### src/rtl/muldiv_unit.sv
// Iterative MULT/MULTU/DIV/DIVU unit that produces a HI/LO pair for the register file.
// Latency: start is sampled in cycle 0, then XLEN CALC cycles, then a one-cycle hi_lo_wen in cycle XLEN+1.
// Backpressure: none; busy stalls EX, start is ignored while busy, and flush aborts with no write.
//
// Ports:
//   clk, resetn     clock and asynchronous active-low reset
//   start, op       request (sampled only in IDLE); op 0=MULT 1=MULTU 2=DIV 3=DIVU
//   src1, src2      multiplicand/dividend and multiplier/divisor, latched with start
//   flush           abort the operation in flight; gates hi_lo_wen in the same cycle
//   busy            high in CALC and DONE
//   hi_lo_wen       one-cycle write strobe for HI/LO
//   hi_wdata        product upper half or remainder
//   lo_wdata        product lower half or quotient
module muldiv_unit #(
    parameter int XLEN = 32
) (
    input  logic            clk,
    input  logic            resetn,
    input  logic            start,
    input  logic [1:0]      op,
    input  logic [XLEN-1:0] src1,
    input  logic [XLEN-1:0] src2,
    input  logic            flush,
    output logic            busy,
    output logic            hi_lo_wen,
    output logic [XLEN-1:0] hi_wdata,
    output logic [XLEN-1:0] lo_wdata
);

    localparam int CNT_W = $clog2(XLEN);
    localparam logic [CNT_W-1:0] CNT_LAST = CNT_W'(XLEN - 1);

    typedef enum logic [1:0] {
        S_IDLE = 2'd0,
        S_CALC = 2'd1,
        S_DONE = 2'd2
    } state_t;

    state_t state;
    state_t state_nxt;

    // Operation context captured at start.
    logic [CNT_W-1:0] cnt;
    logic             is_div;
    logic             neg_res;    // negate the product or the quotient
    logic             neg_rem;    // negate the remainder (the dividend was negative)
    logic             div_zero;
    logic [XLEN-1:0]  opnd;       // |multiplicand| for a multiply, |divisor| for a divide
    logic [XLEN-1:0]  acc_hi;     // partial product high half / partial remainder
    logic [XLEN-1:0]  acc_lo;     // multiplier bits being shifted out / quotient being shifted in

    // Decode of the incoming request.
    logic            op_div;
    logic            op_signed;
    logic            sign1;
    logic            sign2;
    logic [XLEN-1:0] mag1;
    logic [XLEN-1:0] mag2;
    logic            accept;
    logic            last_step;

    // One iteration of the datapath.
    logic [XLEN:0]   mul_sum;
    logic [XLEN:0]   div_shift;
    logic [XLEN:0]   div_diff;
    logic [XLEN-1:0] step_hi;
    logic [XLEN-1:0] step_lo;

    // Sign-corrected final result.
    logic [2*XLEN-1:0] prod;
    logic [2*XLEN-1:0] prod_fix;
    logic [XLEN-1:0]   quo_fix;
    logic [XLEN-1:0]   rem_fix;
    logic [XLEN-1:0]   fin_hi;
    logic [XLEN-1:0]   fin_lo;

    assign op_div    = op[1];
    assign op_signed = ~op[0];
    assign sign1     = op_signed & src1[XLEN-1];
    assign sign2     = op_signed & src2[XLEN-1];
    // Two's complement negation also gives the right unsigned magnitude for the most negative value.
    assign mag1      = sign1 ? (~src1 + 1'b1) : src1;
    assign mag2      = sign2 ? (~src2 + 1'b1) : src2;

    assign accept    = (state == S_IDLE) && start && !flush;
    assign last_step = (state == S_CALC) && (cnt == CNT_LAST);

    // State register.
    always_ff @(posedge clk or negedge resetn) begin
        if (!resetn) begin
            state <= S_IDLE;
        end else begin
            state <= state_nxt;
        end
    end

    // Next state and outputs. hi_lo_wen is a decode of DONE; flush is its only input-side gating.
    always_comb begin
        state_nxt = state;
        busy      = 1'b0;
        hi_lo_wen = 1'b0;
        case (state)
            S_IDLE: begin
                if (start && !flush) begin
                    state_nxt = S_CALC;
                end
            end
            S_CALC: begin
                busy = 1'b1;
                if (flush) begin
                    state_nxt = S_IDLE;
                end else if (cnt == CNT_LAST) begin
                    state_nxt = S_DONE;
                end
            end
            S_DONE: begin
                busy      = 1'b1;
                hi_lo_wen = !flush;
                state_nxt = S_IDLE;
            end
            default: begin
                state_nxt = S_IDLE;
            end
        endcase
    end

    // Multiply is shift-add on {acc_hi, acc_lo}: the multiplier's low bit selects the add and the
    // 65-bit result shifts right one place. Divide is restoring: shift the next dividend bit into
    // the remainder, try to subtract, and keep the difference only when it is non-negative.
    always_comb begin
        mul_sum   = {1'b0, acc_hi} + (acc_lo[0] ? {1'b0, opnd} : {(XLEN + 1){1'b0}});
        div_shift = {acc_hi, acc_lo[XLEN-1]};
        div_diff  = div_shift - {1'b0, opnd};
        step_hi   = mul_sum[XLEN:1];
        step_lo   = {mul_sum[0], acc_lo[XLEN-1:1]};
        if (is_div) begin
            if (!div_diff[XLEN]) begin
                step_hi = div_diff[XLEN-1:0];
                step_lo = {acc_lo[XLEN-2:0], 1'b1};
            end else begin
                step_hi = div_shift[XLEN-1:0];
                step_lo = {acc_lo[XLEN-2:0], 1'b0};
            end
        end
    end

    // The final result is built from the last iteration's output so that it can be registered
    // on the edge that enters DONE.
    // With a zero divisor every trial subtraction succeeds, so the remainder is |src1|. Applying
    // the dividend sign restores the original src1. Only the quotient needs forcing to all ones.
    always_comb begin
        prod     = {step_hi, step_lo};
        prod_fix = neg_res ? (~prod + 1'b1) : prod;
        quo_fix  = neg_res ? (~step_lo + 1'b1) : step_lo;
        rem_fix  = neg_rem ? (~step_hi + 1'b1) : step_hi;
        if (is_div) begin
            fin_hi = rem_fix;
            fin_lo = div_zero ? {XLEN{1'b1}} : quo_fix;
        end else begin
            fin_hi = prod_fix[2*XLEN-1:XLEN];
            fin_lo = prod_fix[XLEN-1:0];
        end
    end

    // Datapath and result registers.
    always_ff @(posedge clk or negedge resetn) begin
        if (!resetn) begin
            cnt      <= '0;
            is_div   <= 1'b0;
            neg_res  <= 1'b0;
            neg_rem  <= 1'b0;
            div_zero <= 1'b0;
            opnd     <= '0;
            acc_hi   <= '0;
            acc_lo   <= '0;
            hi_wdata <= '0;
            lo_wdata <= '0;
        end else begin
            if (accept) begin
                cnt      <= '0;
                is_div   <= op_div;
                neg_res  <= sign1 ^ sign2;
                neg_rem  <= op_div & sign1;
                div_zero <= op_div & (src2 == '0);
                acc_hi   <= '0;
                if (op_div) begin
                    opnd   <= mag2;
                    acc_lo <= mag1;
                end else begin
                    opnd   <= mag1;
                    acc_lo <= mag2;
                end
            end else if (state == S_CALC) begin
                cnt    <= cnt + CNT_W'(1);
                acc_hi <= step_hi;
                acc_lo <= step_lo;
            end

            // A flush in the final CALC cycle suppresses the update along with the write.
            if (last_step && !flush) begin
                hi_wdata <= fin_hi;
                lo_wdata <= fin_lo;
            end
        end
    end

endmodule

### config.mk
export PLATFORM = sky130hd
export DESIGN_NAME = muldiv_unit
export DESIGN_NICKNAME = d
export VERILOG_FILES = /design/src/rtl/muldiv_unit.sv
export SDC_FILE = /design/constraint.sdc
export NUM_CORES = 1
export LEC_CHECK = 0
export CAP_MARGIN = 20
export CORE_MARGIN = 4
export CORE_UTILIZATION = 60
export DETAILED_ROUTE_END_ITERATION = 8
export PLACE_DENSITY = 0.82
export SYNTH_ARGS = -nofsm -noshare
export SYNTH_HDL_FRONTEND = slang
export SYNTH_SLANG_ARGS = --single-unit
### constraint.sdc
create_clock -name clk -period 6.8 [get_ports clk]
set_input_delay 1.7 -clock clk [delete_from_list [all_inputs] [get_ports clk]]
set_output_delay 1.7 -clock clk [all_outputs]
set_load 0.005 [all_outputs]
# Word level (Yosys, flattened, before mapping)
# Index checks and enable logic that the tools add are counted.
# totals
reg_bits,171
rom_bits,0
memories,0
mem_bits_rw,0
latchBits,0
wordCells,73
output_inout_bits,66
# op_classes
n_lt_le_gt_ge,0
n_reduce_logical,11
n_div,0
n_bitwise,11
eq_ne,5
shifts,0
n_mux,27
n_addsub,8
multipliers,0
# op_table
operator,count
2-to-1 mux 32 bit,17
"adder 32 x 1 -> 32 bit, second input constant",4
inverter 32 bit,4
"adder 64 x 1 -> 64 bit, second input constant",1
2-to-1 mux 64 bit,1
inverter 64 bit,1
adder 32 x 32 -> 33 bit,1
subtractor 33 x 32 -> 33 bit,1
logical NOT 32 bit,1
2-to-1 mux 5 bit,2
2-to-1 mux 2 bit,3
"adder 5 x 1 -> 5 bit, second input constant",1
"equality test 5 bit, second input constant",1
logical AND 1 bit,5
AND 1 bit,4
one-hot mux 2 bit (2 select lines),1
2-to-1 mux 1 bit,3
"inequality test 3 x 2 -> 1 bit, second input constant",1
"equality test 2 x 1 -> 1 bit, second input constant",1
"equality test 2 bit, second input constant",1
logical NOT 2 bit,1
"inequality test 2 x 1 -> 1 bit, second input constant",1
AND reduction 2 bit,1
nonzero test 2 bit,1
other kinds (4),4

# Longest topological paths before layout
# logic_depth
depth_word,8
ltp_mapped,23
ltp_nobuf,22

# Worst setup path after synthesis
# Ideal clock, no wire load.
# synth_path
path_kind,register -> register
start,register acc_lo[31]
end,register hi_wdata[24]
required_ns,6.669
setup_slack_ns,2.023
period_less_slack_ns,4.777
setup_time_ns,0.131
path_buffers,4
stages_incl_launch_ff,23
arrival_ns,4.647
cell_sequence,dfrtp_1 inv_1 ha_1 inv_1 fa_1 a211oi_2 o211ai_1 and4_4 o211a_1 a211oi_1 buf_4 buf_6 buf_2 clkbuf_1 nor2_1 nor2_1 ha_1 nand4_1 o41ai_1 a32oi_1 o41ai_1 xor2_1 o21ai_1
# synth_via
elab_chain_len,7
# synth_rtl
item,line_no,rtl
"start, declared",50,logic [XLEN-1:0] acc_lo;
"start signal, assigned",188,acc_lo <= mag1;
"start signal, assigned",191,acc_lo <= mag2;
"start signal, assigned",196,acc_lo <= step_lo;
subtractor 33 x 32 -> 33 bit,133,"div_diff = div_shift - {1'b0, opnd};"
2-to-1 mux 1 bit / 2-to-1 mux 32 bit (equally long branches),137,if (!div_diff[XLEN]) begin
2-to-1 mux 32 bit,136,if (is_div) begin
inverter 64 bit / inverter 32 bit (equally long branches),"153, 155",
adder 64 x 1 -> 64 bit / adder 32 x 1 -> 32 bit (equally long branches),"153, 155",
2-to-1 mux 64 bit / 2-to-1 mux 32 bit (equally long branches),"153, 155",
2-to-1 mux 32 bit *,156,if (is_div) begin
"end signal, assigned",201,hi_wdata <= fin_hi;
"end, declared",26,"output logic [XLEN-1:0] hi_wdata,"
# Mark *: on every way between the ends. The rest lies on a longest branch, timed or not.
# A chain may end at the register's enable or synchronous reset.

# Worst setup path after layout
# Same ends and word-level chain as after synthesis.

==> metrics.md <==
| Metric | Value |
|---|---|
| Status | completed |
| Worst EP arrival | 6.02 ns |
| Placer Congestion | 1.027 |
| Worst Slack Setup Final | 1.079 ns |
| Least-Margin Pin Slew | 1.042 ns |
| Hold Crit Depth | 2 |
| Core Box Area | 0.02613 mm^2 |
| Cell variety after synth | 85 |
| Post-cts resize count | 0 |
| Multiplexer share of the synthesized area | 5.757% |
| Synth Area in Simple Gates | 22.66% |
| Fin nets | 2,308 |
| Wire per inst | 22.23 um |
| CTS buffer count | 17 |
| Synthesized area | 0.01595 mm^2 |
| Final hold vios | 0 |
| Post-route clock period utilization | 84.14% |
| Register area share after synthesis | 26.82% |
| DRC | 0 |
| HP Start | hi_wdata[19]$_DFFE_PN0P_ |
| Compound-Gate Fraction of Synth Area | 25.23% |
| Final slew viol count | 0 |
| R2R setup slack | 1.08 ns |
| Worst flop-to-flop path endpoint | hi_wdata[24]$_DFFE_PN0P_ |
| Final Setup Violations | 0 |
| Final wirelength | 55.80 mm |
| Total gr overflow | 0 |
| Syn nets | 2,240 |
| Util after Layout | 69.37% |
| Post-synthesis async set-or-reset flop share | 100.0% |
| Setup TNS | 0 ns |
| Synth Area in XOR/XNOR | 8.675% |
| Vias in the first global route | 15,430 |
| Half-perimeter wire length after placement | 43.14 mm |
| Io pins | 136 |
| Placement Setup Slack | 1.247 ns |
| Largest net degree at the start of global routing | 99 |
| Crit Path Class | flip-flop to flip-flop |
| Worst skew pair latency | 0.44 ns |
| Max Cap Viol | 0 |
| Synth Instances | 2,094 |
| Hold EP | hi_wdata[19]$_DFFE_PN0P_ |
| Register bit total from synthesis | 171 |
| DR pass1 iterations | 7 |
| Hold Crit Class | flip-flop to flip-flop |
| Unrepaired setup endpoints after global routing | false |
| First-pass GRT wire length | 87.17 mm |
| Layout cells sized above 1 | 5.517% |
| Hold buffer count at cts | 0 |
| DIE HEIGHT | 171.1 um |
| Ys flop type | dfrtp_1 |
| Setup crit start kind | flip-flop |
| Synth Area in Adders | 6.055% |
| Reg2reg start | acc_lo[31]$_DFFE_PN0P_ |
| Die ar. | 0.02926 mm^2 |
| Initial Util | 61.05% |
| Setup crit end kind | flip-flop |
| Main combinational cell family by area after synthesis | compound AO/OA/AOI/OAI gates |
| Post-CTS Setup Repair Bufs | 0 |
| Register area | 0.004283 mm^2 |
| Vias post-DR | 16,680 |
| All-Layer GR Usage | 37.72% |
| Yosys warns | 0 |
| CTS max path bufs | 2 |
| Port Buffers | 135 |
| Critical Path RT | 7.10 ns |
| Antenna Violating Nets Remaining | 0 |
| Clock root cell | clkbuf_16 |
| Std-Cell Rows | 59 |
| Reg2reg path depth | 21 |
| Peak Freq | 0.1748 GHz |
| Die span in x | 171.1 um |
| DP Cell Count | 2,477 |
| TritonCTS clock tree | done |
| EDFF count, synth | 0 |
| Multi-input logic area | 0.01095 mm^2 |
| Vias per cell | 6.645 |
| Worst slew margin | 30.30% |
| Ant. Diodes | 0 |
| Post-Route Skew | 0.02162 ns |
| Area Overhead vs Synth | 13.64% |
| Clock sink count | 171 |
| FILL cells | 2,160 |
| Fin crit period | 5.721 ns |
| DRT iter0 DRCs | 2,035 |
| Syn Area/Cell | 7.618 um^2 |
| Post-route insts no fill | 2,510 |
| Antenna violations before repair | 0 |
| H-tree Lvls | 4 |
| Max FO, Critical Path | 4 |
| Clock transition at path regs | 0.08 ns |
==> final cells by class <==
| type | count | area share [%] |
|---|---|---|
| timing repair buffer | 167 | 8.786 |
| inverter | 69 | 1.429 |
| multi-input combinational | 1736 | 60.38 |
| sequential | 171 | 23.62 |
| tap | 335 | 2.312 |
| clock buffer | 17 | 2.347 |
| clock inverter | 15 | 1.125 |
==> cells in the mapped netlist (all sizes together) (12+ instances only) <==
| library cell | number | area share [%] |
|---|---|---|
| a211oi | 30 | 1.4 |
| inv | 69 | 1.6 |
| ha | 74 | 5.8 |
| a21o | 21 | 0.99 |
| a31oi | 21 | 0.86 |
| o21ai | 227 | 7.1 |
| o211ai | 54 | 2.6 |
| nand2b | 12 | 0.47 |
| nand2 | 268 | 6.3 |
| mux2 | 14 | 0.99 |
| clkbuf | 79 | 1.9 |
| mux2i | 76 | 4.8 |
| nor2b | 12 | 0.47 |
| and3 | 15 | 0.59 |
| nand4 | 20 | 0.78 |
| or3 | 33 | 1.3 |
| nor4 | 19 | 0.82 |
| and2 | 47 | 1.8 |
| o31ai | 27 | 1.3 |
| buf | 39 | 1.3 |
| dfrtp | 171 | 27 |
| nand3 | 42 | 1.4 |
| xnor2 | 110 | 6.0 |
| a21oi | 161 | 5.1 |
| nor2 | 203 | 4.8 |
| nor3 | 51 | 1.6 |
| xor2 | 48 | 2.6 |
| o21a | 14 | 0.66 |
==> per-stage QoR <==
stage	area, um^2	hold WS [ns]
2_1_floorplan	15950	0.4628
3_3_place_gp	17470	0.4539
3_5_place_dp	17490	0.4703
4_1_cts	18120	0.4884
5_1_grt	18130	0.5087
6_report	18130	0.4836
==> critical path: stages, from the launching register on <==
cell	delay, ns
dfrtp_1	0.41
inv_1	0.08
ha_1	0.19
inv_1	0.07
fa_1	0.43
a211oi_2	0.23
o211ai_1	0.16
and4_4	0.23
o21ai_1	0.34
a211o_1	0.29
nor2_1	0.08
a21oi_1	0.26
ha_1	0.26
nand2_1	0.09
nor4b_1	0.47
nand3_1	0.27
or2_2	0.42
o41ai_1	0.52
a32oi_1	0.18
o41ai_1	0.33
xor2_1	0.19
o21ai_1	0.08
==> routing by layer <==
metal	up-vias	share of wire [%]	GRT usage, %
met2	971	44	57.27
met4	0	6.0	19.43
met1	7891	42	52.48
met5	-	0	0
li1	7676	-	-
met3	140	8.7	5.476
==> cells by family after synthesis <==
group | count (synthesis)
compound gates | 645
xor+xnor | 158
fa+ha+maj | 76
buf+inv | 187
flops | 171
mux | 90
simple gates | 767
==> flip-flops by register name, indices dropped and copies added, names as in the netlist <==
name and cells:
lo_wdata 32, is_div 1, div_zero 1, opnd 32, acc_hi 32, acc_lo 32, neg_res 1, cnt 5
neg_rem 1, hi_wdata 32, state 2
==> layout by cell type, fill, tap and decap left out, drive strengths merged, types with 27 or more instances in the layout <==
cell type,synthesis,routed
nor2,203,203
clkdlybuf4s50,0,133
or3,33,33
o31ai,27,27
xor2,48,48
dfrtp,171,171
a21oi,161,161
xnor2,110,110
inv,69,77
buf,39,34
ha,74,74
o211ai,54,54
nand3,42,42
mux2i,76,76
nand2,268,268
a211oi,30,30
o21ai,227,227
nor3,51,51
and2,47,47
==> how the worst max path moves through the flow <==
stage / slack [ns] / start / end / cells after the start
after global routing: 0.69 / acc_lo[31]$_DFFE_PN0P_ / hi_wdata[18]$_DFFE_PN0P_ / 22
after CTS: 1.22 / acc_lo[31]$_DFFE_PN0P_ / hi_wdata[18]$_DFFE_PN0P_ / 22
after detailed placement: 1.25 / acc_lo[31]$_DFFE_PN0P_ / hi_wdata[18]$_DFFE_PN0P_ / 22
after global placement: 1.41 / acc_lo[31]$_DFFE_PN0P_ / hi_wdata[18]$_DFFE_PN0P_ / 22
final: 1.08 / acc_lo[31]$_DFFE_PN0P_ / hi_wdata[24]$_DFFE_PN0P_ / 21
after floorplan: 2.02 / acc_lo[31]$_DFFE_PN0P_ / hi_wdata[24]$_DFFE_PN0P_ / 22
Power is not shown: default switching activity piles up to over one toggle a cycle in this logic, so the estimate is an artifact.
